$ cat src/rtl/wb_writer.sv
// Write-back port driver: merges non-stalling ALU results with late multi-cycle
// results buffered in a small FIFO with WAW kill. Optional macro: WB_LATE_BYPASS_EN.
module wb_writer #(
    parameter int DATA_W = 32,
    parameter int ADDR_W = 5,
    parameter int DEPTH  = 4
) (
    input  logic              clk,
    input  logic              rst,
    input  logic              alu_valid,
    input  logic [ADDR_W-1:0] alu_waddr,
    input  logic [DATA_W-1:0] alu_wdata,
    input  logic              late_valid,
    output logic              late_ready,
    input  logic [ADDR_W-1:0] late_waddr,
    input  logic [DATA_W-1:0] late_wdata,
    output logic              we,
    output logic [ADDR_W-1:0] waddr,
    output logic [DATA_W-1:0] wdata,
    input  logic [ADDR_W-1:0] raddr1,
    output logic              pend1,
    input  logic [ADDR_W-1:0] raddr2,
    output logic              pend2,
    output logic [ADDR_W:0]   fifo_cnt
);

    localparam int PW = $clog2(DEPTH);

    logic [ADDR_W-1:0] ent_addr_q  [DEPTH];
    logic [ADDR_W-1:0] ent_addr_d  [DEPTH];
    logic [DATA_W-1:0] ent_data_q  [DEPTH];
    logic [DATA_W-1:0] ent_data_d  [DEPTH];
    logic [DEPTH-1:0]  ent_valid_q, ent_valid_d;
    logic [PW-1:0]     head_q, head_d, tail_q, tail_d;
    logic [ADDR_W:0]   cnt_q, cnt_d;
    logic              we_q, we_d;
    logic [ADDR_W-1:0] waddr_q, waddr_d;
    logic [DATA_W-1:0] wdata_q, wdata_d;

    logic push, pop, kill, bypass, push_store;

    always_comb begin
        late_ready = rst & (cnt_q < (ADDR_W + 1)'(DEPTH));
        push       = late_valid & late_ready;
        kill       = alu_valid & (alu_waddr != '0);
        pop        = ~alu_valid & (cnt_q != '0);
`ifdef WB_LATE_BYPASS_EN
        bypass     = push & (cnt_q == '0) & ~alu_valid & (late_waddr != '0);
`else
        bypass     = 1'b0;
`endif
        push_store = push & (late_waddr != '0) & ~bypass;
    end

    // Queue update: kill, pop and push touch distinct slots except the
    // pushed slot, whose valid bit already folds in the same-cycle kill.
    always_comb begin
        ent_addr_d  = ent_addr_q;
        ent_data_d  = ent_data_q;
        ent_valid_d = ent_valid_q;
        for (int unsigned i = 0; i < DEPTH; i++) begin
            if (kill && ent_addr_q[i] == alu_waddr)
                ent_valid_d[i] = 1'b0;
        end
        if (pop)
            ent_valid_d[head_q] = 1'b0;
        if (push_store) begin
            ent_addr_d[tail_q]  = late_waddr;
            ent_data_d[tail_q]  = late_wdata;
            ent_valid_d[tail_q] = ~(kill && late_waddr == alu_waddr);
        end
        head_d = head_q + PW'(pop);
        tail_d = tail_q + PW'(push_store);
        cnt_d  = cnt_q + {{ADDR_W{1'b0}}, push_store} - {{ADDR_W{1'b0}}, pop};
    end

    always_comb begin
        we_d    = 1'b0;
        waddr_d = waddr_q;
        wdata_d = wdata_q;
        if (alu_valid) begin
            if (kill) begin
                we_d    = 1'b1;
                waddr_d = alu_waddr;
                wdata_d = alu_wdata;
            end
        end else if (pop) begin
            if (ent_valid_q[head_q]) begin
                we_d    = 1'b1;
                waddr_d = ent_addr_q[head_q];
                wdata_d = ent_data_q[head_q];
            end
        end else if (bypass) begin
            we_d    = 1'b1;
            waddr_d = late_waddr;
            wdata_d = late_wdata;
        end
    end

    always_comb begin
        pend1 = 1'b0;
        pend2 = 1'b0;
        for (int unsigned i = 0; i < DEPTH; i++) begin
            if (ent_valid_q[i] && ent_addr_q[i] == raddr1) pend1 = 1'b1;
            if (ent_valid_q[i] && ent_addr_q[i] == raddr2) pend2 = 1'b1;
        end
        if (push_store && late_waddr == raddr1) pend1 = 1'b1;
        if (push_store && late_waddr == raddr2) pend2 = 1'b1;
        pend1 = pend1 & (raddr1 != '0);
        pend2 = pend2 & (raddr2 != '0);
    end

    always_ff @(posedge clk or negedge rst) begin
        if (!rst) begin
            for (int unsigned i = 0; i < DEPTH; i++) begin
                ent_addr_q[i] <= '0;
                ent_data_q[i] <= '0;
            end
            ent_valid_q <= '0;
            head_q      <= '0;
            tail_q      <= '0;
            cnt_q       <= '0;
            we_q        <= 1'b0;
            waddr_q     <= '0;
            wdata_q     <= '0;
        end else begin
            ent_addr_q  <= ent_addr_d;
            ent_data_q  <= ent_data_d;
            ent_valid_q <= ent_valid_d;
            head_q      <= head_d;
            tail_q      <= tail_d;
            cnt_q       <= cnt_d;
            we_q        <= we_d;
            waddr_q     <= waddr_d;
            wdata_q     <= wdata_d;
        end
    end

    assign we       = we_q;
    assign waddr    = waddr_q;
    assign wdata    = wdata_q;
    assign fifo_cnt = cnt_q;

endmodule
$ cat config.mk
export PLATFORM = sky130hd
export DESIGN_NAME = wb_writer
export DESIGN_NICKNAME = d
export VERILOG_FILES = /design/src/rtl/wb_writer.sv
export SDC_FILE = /design/constraint.sdc
export NUM_CORES = 1
export LEC_CHECK = 0
export CAP_MARGIN = 20
export CORE_MARGIN = 2
export CORE_UTILIZATION = 60
export DETAILED_ROUTE_END_ITERATION = 10
export PLACE_DENSITY = 0.86
export RECOVER_POWER = 100
export REMOVE_ABC_BUFFERS = 1
export SYNTH_ARGS = -nofsm -noshare
export SYNTH_HDL_FRONTEND = slang
export SYNTH_SLANG_ARGS = --single-unit
$ cat constraint.sdc
create_clock -name clk -period 7.4 [get_ports clk]
set_clock_uncertainty 0.2 [all_clocks]
set_input_delay 1.85 -clock clk [delete_from_list [all_inputs] [get_ports clk]]
set_output_delay 1.85 -clock clk [all_outputs]
set_load 0.01 [all_outputs]
**Word level (Yosys, flattened, before mapping)**

Index checks and enable logic that the tools add are counted.

- Flip-flop bits (word level): 200
- Input port bits: 88
- Output and inout bits: 47

- Add/subtract/negate cells: 4
- $lt $le $gt $ge: 8
- Equality and inequality tests: 16
- Multiplexer cells: 47
- Bitwise gates (word level): 13
- Reductions and logical operators: 26

Operators by type and width:

| kind | number |
|---|---|
| $mux W32 | 7 |
| $bwmux W128 | 1 |
| $eq A5 B5 Y1 | 15 |
| $bmux W32 S2 | 1 |
| $demux W32 S2 | 1 |
| $mux W5 | 7 |
| $mux W1 | 21 |
| $bwmux W20 | 1 |
| $reduce_bool A5 Y1 | 4 |
| $logic_and A1 B1 Y1 | 18 |
| $bmux W5 S2 | 1 |
| $demux W5 S2 | 1 |
| $mux W4 | 2 |
| $and A1 B1 Y1 | 7 |
| $add A6 B1 Y6 | 1 |
| $ge A3 B3 Y1 const B | 2 |
| $lt A2 B3 Y1 const B | 2 |
| $lt A6 B3 Y1 const B | 1 |
| $not A2 Y3 | 2 |
| $reduce_bool A6 Y1 | 1 |
| $sub A6 B1 Y6 | 1 |
| $add A2 B1 Y2 | 2 |
| $and A4 B4 Y4 | 1 |
| $bwmux W4 | 1 |
| other kinds (9) | 13 |

**Longest topological paths before layout**

Gate-level depths: netlist of the first run.

- Depth in word-level cells: 9
- Gate-level depth with buffers: 14

**Least setup slack after synthesis of the first run**

No wires, ideal clock.

- Path type: input to output
- From: input raddr1[3]
- To: output pend1
- Data arrival time: 2967 ps
- Required time: 5350 ps
- Slack: 2383 ps
- Stages: 6
- Cells stage by stage: clkbuf_1 > xor2_1 > nor4_1 > nand3_1 > and4_1 > a21oi_1

- Word-level cells in the longest chain between the ends: 8

Ends and longest elaborated chain:

| what | RTL line | text |
|---|---|---|
| from (decl) | 20 | `input logic [ADDR_W-1:0] raddr1,` |
| $eq A5 B5 Y1 | 104 | `if (ent_valid_q[i] && ent_addr_q[i] == raddr1) pend1 = 1'b1;` |
| $logic_and A1 B1 Y1 | 104 |  |
| $mux W1 (4 in a row) | 104 |  |
| $mux W1 | 107 | `if (push_store && late_waddr == raddr1) pend1 = 1'b1;` |
| $and A1 B1 Y1 (*) | 109 | `pend1 = pend1 & (raddr1 != '0);` |
| to (decl) | 21 | `output logic pend1,` |

Every way passes the cells marked *; elsewhere a longest branch is shown, timed or not.

**Worst setup path after layout of the first run**

- From: input late_waddr[1]
- To: output pend2

- Word-level cells in the longest chain between the ends: 5

Ends and longest elaborated chain:

| what | RTL line | text |
|---|---|---|
| from (decl) | 15 | `input logic [ADDR_W-1:0] late_waddr,` |
| $reduce_bool A5 Y1 | 52 | `push_store = push & (late_waddr != '0) & ~bypass;` |
| $and A1 B1 Y1 | 52 |  |
| $logic_and A1 B1 Y1 (*) | 108 | `if (push_store && late_waddr == raddr2) pend2 = 1'b1;` |
| $mux W1 (*) | 108 |  |
| $and A1 B1 Y1 (*) | 110 | `pend2 = pend2 & (raddr2 != '0);` |
| to (decl) | 23 | `output logic pend2,` |

Marked as above.

==> out/qor.csv, run 1 <==
metric,value,unit
fin_crit_sh,0.908,
ctsHtreeMaxLevel,4,
synth_most_common_cell,dfrtp_1,
slew_viol_final,249,
power_frac_comb,0.353,
final_antenna_net_count,0,
port_buffers,134,
synth_common_cells,"dfrtp_1 (200), mux2_2 (139), xor2_1 (57), nand2_1 (43), o21ai_0 (42)",
start_util,0.618,
crit_path_start_kind,input port,
fmax,149,MHz
maxCapViolCount,7,
die_x,132,um
wire_per_inst,21.8,um
grt_pass1_wl,38.3,mm
seqPwrFrac,0.412,
viasPerCell,5.93,
yosys_most_used_dff,dfrtp_1,
worstSetupPathType,in -> out,
synth_area,9890,um2
async_reset_ff_frac,1.00,
hpwlAfterDp,15.0,mm
final-hold-violation-count,0,
power.switching,1.44,mW
finalWorstSetupSlack,0.681,ns
critPathRequiredTime,5.35,ns
ios,135,
cts_resized,0,
clk_pin_slew,0.07,ns
cts_made_buffers,17,
grt_max_degree,91,
critPathCaptureType,output port,
fin_crit,6.72,ns
tns,0,ns
cts_hold_buf,0,
dr_total_vias,6356,
p_leak,5.40,nW
ys_types,37,
synth_area_leaders,"dfrtp_1 (51%), mux2_2 (16%), mux4_2 (8.7%)",
fill_cells,1051,
postLayoutCoreUtil,0.749,
die_h,132,um
coreArea,16000,um2
violations,"max-capacitance violations, max-slew violations",
place_ws,1.15,ns
cts_root_buf,clkbuf_16,
num_antenna_cells,0,
finalHoldWorstSlack,0.275,ns
tightest_slew,2.70,ns
swShare,0.315,
hp-class,reg -> reg,
grt.total_usage,0.282,
drive_gt1_frac,0.256,
synth_edf_count,0,
cts_tree,yes,
layout-area-overhead-vs-synth,21.2,%
gr-total-overflow,0,
critPathMaxFanout,8,
seq_area_frac_synth,0.506,
worst_slew_margin_rel,-0.799,
syn_inst,737,
syn_avg_cell_area,13.4,um2
totalPowerFinal,4.56,mW
drc,0,
cts_setup_buffers,0,
grt_pass1_vias,7049,
clock_path_buffers,2,
yosysWarnings,0,
clkLatencyLatePin,0.43,ns
status,"finished, violations left",
ys_ff_latch,200,
yosysTopAreaCellShare,0.506,
cp_data_arrival_time,4.67,ns
cts.sinks,200,
synth_area_leader_cell,dfrtp_1,
die_area,17500,um2
antenna_found_initial,0,
power_density,380,nW/um2
p_int,3.12,mW
drt_iter0_markers,382,
rsz0062_at_grt,false,
vdd_drop_max,0.284,mV
row_count,46,
setup_viol,0,
wirelength,23.4,mm
clockPowerShare,0.234,
dr.pass1.iters,6,
gp_congestion,0.917,
fin_nets,942,
==> cells by family (layout without fill, tap and decap cells) <==
| logic type | count (synthesis) | after routing | synth area share |
|---|---|---|---|
| AO/OA/AOI/OAI | 56 | 56 | 0.0314 |
| XOR/XNOR | 83 | 83 | 0.0735 |
| adder cells (fa/ha/maj) | 11 | 11 | 0.0147 |
| buffers and inverters | 70 | 188 | 0.0339 |
| flip-flops | 200 | 200 | 0.506 |
| multiplexers | 223 | 223 | 0.293 |
| AND/OR/NAND/NOR | 94 | 94 | 0.0477 |
==> metrics by stage <==
stage	cells	instance area [um2]
2_1_floorplan	679	9600
3_3_place_gp	1039	11300
3_5_place_dp	1039	11300
4_1_cts	1070	12000
5_1_grt	1071	12000
6_report	1071	12000
==> layout make-up <==
class	count	area [um2]	area share
Clock buffer	19	453	0.0378
Clock inverter	12	234	0.0195
Inverter	12	45.0	0.00376
Multi-Input combinational cell	467	4560	0.381
Sequential cell	200	5010	0.418
Tap cell	216	270	0.0225
Timing Repair Buffer	145	1410	0.118
==> critical path, cell delays in order <==
cell and delay (ns):
dlygate4sd3_1 0.70, or4_1 0.61, nor2_1 0.45, nor2_1 0.24, nand4_1 0.14, a21oi_1 0.07, dlygate4sd3_1 0.60
==> worst paths after layout <==
kind | startpoint | end | slack (ns) | cells past startpoint
min in group asynchronous | rst | fifo_cnt[5] | 1.10 | 1
max in group asynchronous | rst | ent_data_q[39] | 2.30 | 3
setup reg to reg | fifo_cnt[4] | ent_data_q[85] | 3.11 | 7
hold / removal | wdata[28] | wdata[28] | 0.27 | 2
setup / recovery | late_waddr[1] | pend2 | 0.68 | 7
hold reg to reg | wdata[28] | wdata[28] | 0.27 | 2
==> cells in the final DEF (no fill, tap or decap), types with 9 or more instances in the layout <==
cell type	count
ha_1	10
dlygate4sd3_1	48
clkdlybuf4s50_1	84
inv_1	12
mux2_2	138
dfrtp_1	198
xor2_1	57
mux4_2	38
mux2_1	10
nand2_1	43
clkbuf_16	17
mux2i_1	37
o21ai_0	42
nor4_1	9
nand3_1	11
xnor2_1	26
==> sequential cells by signal, indices dropped and copies added, names as in the netlist <==
signal and cells:
wdata 32, waddr 5, ent_addr_q 20, fifo_cnt 6, ent_valid_q 4, we 1, tail_q 2, head_q 2
ent_data_q 128
==> layer usage <==
layer | share of wire | wire (um) | global-route usage
met1 | 0.42 | 9850 | 0.370
met2 | 0.51 | 11900 | 0.473
met3 | 0.056 | 1310 | 0.0650
met4 | 0.015 | 342 | 0.0866
met5 | 0 | 0 | 0
==> power by group through the flow <==
stage	clock network, mW	logic, mW	registers (mW)
after detailed placement	0	1.65	1.89
after floorplan	0	0.969	1.90
after global placement	0	1.58	1.85
final	1.07	1.61	1.88
after global routing	1.13	1.76	1.93
after CTS	1.08	1.67	1.88
Power figures use the tool's default switching activity.
==> run 2: changes to the inputs <==
--- a/config.mk
+++ b/config.mk
@@ -7,9 +7,9 @@
 export LEC_CHECK = 0
 export CAP_MARGIN = 20
 export CORE_MARGIN = 2
-export CORE_UTILIZATION = 60
+export CORE_UTILIZATION = 50
 export DETAILED_ROUTE_END_ITERATION = 10
-export PLACE_DENSITY = 0.86
+export PLACE_DENSITY = 0.77
 export RECOVER_POWER = 100
 export REMOVE_ABC_BUFFERS = 1
 export SYNTH_ARGS = -nofsm -noshare
==> constraint.sdc (replaced) <==
create_clock -name clk -period 5.58 [get_ports clk]
set_clock_uncertainty 0.2 [all_clocks]
set_input_delay 1.395 -clock clk [delete_from_list [all_inputs] [get_ports clk]]
set_output_delay 1.395 -clock clk [all_outputs]
set_load 0.01 [all_outputs]
==> run 2 against run 1 <==
  * The flow still finishes with violations (max-capacitance violations, max-slew violations)
  * Routed wire length shrank 8.0%
  * Clock power up 10%
  * Non-clock buffer count up 7
  * Combinational power up 29%
  * Sequential power rose by 30%
  * Critical path depth unchanged
  * Cell area decreased by 0.36%
  * Global-route usage down 6.1 points
  * Cell count increased by 5.4%
  * Die area rose by 19%
  * Via count is 3.0% lower
  * Setup slack got worse by 0.34 ns
==> out/qor.csv, run 2 (synthesis gave the netlist of run 1 again) <==
metric,value,unit
status,"finished, violations left",
violations,"max-capacitance violations, max-slew violations",
r2r_cells,8,
finalHoldWorstSlack,0.272,ns
drc,0,
critPathCaptureType,output port,
grt_pass1_vias,6557,
tns,0,ns
clock_path_buffers,2,
worst_slew_margin_rel,-0.597,
hpwlAfterDp,14.0,mm
fmax,191,MHz
die_area,20900,um2
port_buffers,134,
crit_path_start_kind,input port,
cts_resized,0,
wire_per_inst,19.1,um
clockPowerShare,0.207,
rsz0062_at_grt,false,
layout_commonest_cell,dfrtp_1,
grt_pass1_wl,35.1,mm
placedInstanceArea,11500,um2
fin_nets,949,
final_antenna_net_count,0,
setup_viol,0,
hp-start,waddr[2],
die_x,145,um
slew_viol_final,155,
power_frac_comb,0.365,
regMostFlops,ent_data_q,
seqPwrFrac,0.429,
cts.sinks,200,
wirelength,21.5,mm
dr.pass1.iters,4,
layout-area-overhead-vs-synth,20.8,%
gp_congestion,0.951,
power.switching,1.81,mW
p_int,3.89,mW
drive_gt1_frac,0.263,
totalPowerFinal,5.70,mW
clkLatencyLatePin,0.43,ns
die_h,145,um
multi_input_area,4540,um2
maxCapViolCount,4,
antenna_found_initial,0,
cp_data_arrival_time,3.65,ns
vdd_drop_max,0.231,mV
fill_cells,1551,
cts_made_buffers,17,
p_leak,5.36,nW
largest_reg_flops,128,
fin_crit,5.24,ns
grt.total_usage,0.221,
ios,135,
rr_endpoint,ent_data_q[8],
power_density,477,nW/um2
final-hold-violation-count,0,
ctsHtreeMaxLevel,4,
dr_total_vias,6163,
holdPathEnd,waddr[2],
cts_setup_buffers,0,
coreArea,19500,um2
fin_crit_sh,0.940,
viasPerCell,5.46,
grt_max_degree,78,
tightest_slew,2.40,ns
finalWorstSetupSlack,0.337,ns
cts_tree,yes,
hp-class,reg -> reg,
drt_iter0_markers,306,
place_ws,0.421,ns
postLayoutCoreUtil,0.614,
worstSetupPathType,in -> out,
clk_pin_slew,0.07,ns
stdcell_count,1129,
reg2reg_slack,1.40,ns
cts_root_buf,clkbuf_16,
layout_common_cells,"dfrtp_1 (198), mux2_2 (139), clkdlybuf4s50_1 (83)",
whs_path_depth,2,
swShare,0.318,
row_count,51,
critPathRequiredTime,3.98,ns
register_area,5010,um2
critPathMaxFanout,6,
placed_cells,1096,
gr-total-overflow,0,
worstReg2RegStart,fifo_cnt[4],
start_util,0.508,
cts_hold_buf,0,
fin_area,11900,um2
==> run 2: cell count changes in the layout (fill, tap and decap cells not counted), moves of 2 or more <==
cell	previous run	this run
buf_4	4	9
bufinv_16	6	1
clkbuf_2	0	4
clkbuf_8	3	1
clkinv_2	0	4
clkinv_4	1	4
clkinvlp_4	1	3
==> run 2: power by group through the flow <==
stage                     Sequential [mW]  Clock [mW]  Combinational, mW
final                                2.44        1.18               2.08
after global routing                 2.53        1.27               2.29
after CTS                            2.46        1.21               2.19
after detailed placement             2.48           0               2.18
after global placement               2.46           0               2.12
after floorplan                      2.52           0               1.28
==> run 2: per-layer routing <==
| layer | global-route usage | wire length [um] | vias up |
|---|---|---|---|
| met4 | 0.0756 | 437 | 0 |
| met5 | 0 | 0 | - |
| met1 | 0.313 | 9850 | 3121 |
| li1 | - | - | 2850 |
| met3 | 0.0483 | 1100 | 37 |
| met2 | 0.341 | 10100 | 155 |
==> run 2: worst max-delay path: stages <==
cell and delay (ns):
dlygate4sd3_1 0.66, xor2_1 0.18, nor4_1 0.36, nand3_1 0.11, and4_1 0.22, a21oi_1 0.16
clkdlybuf4s50_1 0.56
==> run 2: how the worst max path moves through the flow <==
| stage | start | end | slack, ns |
|---|---|---|---|
| global placement | raddr1[3] | pend1 | 0.47 |
| finish | raddr1[3] | pend1 | 0.34 |
| CTS | raddr1[3] | pend1 | 0.42 |
| floorplan | rst | ent_valid_q[2] | -0.94 |
| global route | raddr1[3] | pend1 | 0.22 |
| detailed placement | raddr1[3] | pend1 | 0.42 |
==> run 2: final cells by class <==
class	instances	area share
multi-input cells	467	0.380
clock buffers	18	0.0368
flip-flops and latches	200	0.419
inverters	12	0.00377
repair buffers	152	0.122
well taps	265	0.0278
clock inverters	14	0.0105
diodes	1	0.000210
==> run 3: changes to the inputs <==
--- a/config.mk
+++ b/config.mk
@@ -6,7 +6,6 @@
 export NUM_CORES = 1
 export LEC_CHECK = 0
 export CAP_MARGIN = 20
-export CORE_MARGIN = 2
 export CORE_UTILIZATION = 50
 export DETAILED_ROUTE_END_ITERATION = 10
 export PLACE_DENSITY = 0.77
==> run 3 against run 2 <==
  * Sequential share of layout area down 0.13 points
  * Routed wire length fell by 0.29%
  * Worst hold slack better by 0.00086 ns
  * Cell area grew 0.31%
  * The run still ends with max-capacitance violations, max-slew violations left
  * Combinational power is essentially flat
  * Sequential cell count did not move
==> out/qor.csv, run 3 (synthesis gave the netlist of run 1 again) <==
metric,value,unit
violations,"max-capacitance violations, max-slew violations",
critPathMaxFanout,33,
grt_pass1_wl,34.7,mm
gr-total-overflow,0,
port_buffers,134,
crit_start,late_valid,
tightest_slew,2.50,ns
power.switching,1.81,mW
placed_cells,1096,
largest_reg_flops,128,
finalWorstSetupSlack,0.393,ns
critPathRequiredTime,5.68,ns
drt_iter0_markers,266,
fill_cells,1550,
setup_viol,0,
grt_pass1_vias,6472,
regMostFlops,ent_data_q,
dr.pass1.iters,4,
cts.sinks,200,
p_int,3.93,mW
hp-class,reg -> reg,
ios,135,
hp-start,waddr[2],
swShare,0.315,
layout_common_cells,"dfrtp_1 (198), mux2_2 (136), clkdlybuf4s50_1 (82)",
crit_path_start_kind,input port,
seqPwrFrac,0.425,
fin_nets,949,
critPathCaptureType,register,
dr_total_vias,6203,
worstReg2RegStart,fifo_cnt[4],
layout-area-overhead-vs-synth,21.2,%
die_h,143,um
cp_data_arrival_time,5.29,ns
clock_path_buffers,2,
cts_setup_buffers,0,
clk_pin_slew,0.07,ns
p_leak,5.38,nW
die_area,20300,um2
place_ws,0.491,ns
rsz0062_at_grt,false,
cts_tree,yes,
ctsHtreeMaxLevel,4,
clkLatencyLatePin,0.42,ns
row_count,51,
start_util,0.510,
wirelength,21.5,mm
vdd_drop_max,0.218,mV
hpwlAfterDp,14.1,mm
drc,0,
layout_commonest_cell,dfrtp_1,
worstSetupPathType,in -> reg,
reg2reg_slack,1.17,ns
slew_viol_final,115,
power_frac_comb,0.364,
cts_made_buffers,17,
drive_gt1_frac,0.260,
cts_root_buf,clkbuf_16,
final_antenna_net_count,0,
final-hold-violation-count,0,
fin_crit,5.19,ns
status,"finished, violations left",
maxCapViolCount,5,
wire_per_inst,19.0,um
antenna_found_initial,0,
finalHoldWorstSlack,0.273,ns
fmax,193,MHz
cts_hold_buf,0,
cts_resized,0,
worst_slew_margin_rel,-0.687,
postLayoutCoreUtil,0.618,
grt.total_usage,0.226,
clockPowerShare,0.210,
power_density,480,nW/um2
grt_max_degree,63,
die_x,143,um
gp_congestion,0.966,
coreArea,19400,um2
stdcell_count,1128,
viasPerCell,5.50,
fin_crit_sh,0.930,
## run 3: cell count changes in the layout (fill, tap and decap cells not counted)
cell | previous run | this run
mux2_1 | 9 | 12
mux2_2 | 139 | 136
clkinv_2 | 4 | 2
clkinv_4 | 4 | 2
buf_12 | 1 | 2
buf_4 | 9 | 10
bufinv_16 | 1 | 2
clkbuf_1 | 6 | 5
clkbuf_2 | 4 | 5
clkbuf_8 | 1 | 2
clkdlybuf4s50_1 | 83 | 82
clkinvlp_4 | 3 | 2
dlygate4sd3_1 | 49 | 50
## run 3: cell type report
class | count | area, um2 | share of cell area
diodes | 1 | 2.50 | 0.000209
clock buffers | 21 | 450 | 0.0376
clock inverters | 10 | 120 | 0.0100
inverters | 12 | 45.0 | 0.00376
multi-input cells | 467 | 4540 | 0.379
flip-flops and latches | 200 | 5010 | 0.418
well taps | 265 | 332 | 0.0277
repair buffers | 152 | 1480 | 0.124
## run 3: final timing paths
check                      depth (start not counted)         endpoint
hold reg to reg                                    2         waddr[2]
min in group asynchronous                          1   ent_valid_q[3]
max in group asynchronous                          4  ent_data_q[117]
setup reg to reg                                   8   ent_data_q[49]
hold / removal                                     2         waddr[2]
setup / recovery                                   6   ent_data_q[49]
## run 3: power by group through the flow
stage	combinational, mW	clock (mW)	sequential, mW
3_3_place_gp	2.14	0	2.46
3_5_place_dp	2.19	0	2.48
6_report	2.09	1.21	2.44
5_1_grt	2.29	1.29	2.53
4_1_cts	2.20	1.24	2.46
2_1_floorplan	1.28	0	2.52
## run 3: worst max-delay path, stage by stage
cell,delay (ns)
dlygate4sd3_1,0.54
o2111ai_1,0.14
clkbuf_1,0.18
nor4b_1,1.56
clkbuf_2,1.04
mux2_2,0.42
## run 3: metrics by stage
stage	total power, mW	TNS (ns)	instance area, um2
floorplan	3.81	-117.91	9600
global placement	4.60	0	11500
detailed placement	4.67	0	11500
CTS	5.90	0	12000
global route	6.11	0	12000
finish	5.75	0	12000
## run 3: routing by layer
metal | global-route usage | share of wire | vias up
li1 | - | - | 2855
met1 | 0.311 | 0.46 | 3172
met2 | 0.354 | 0.47 | 150
met3 | 0.0553 | 0.054 | 26
met4 | 0.0656 | 0.015 | 0
met5 | 0 | 0 | -
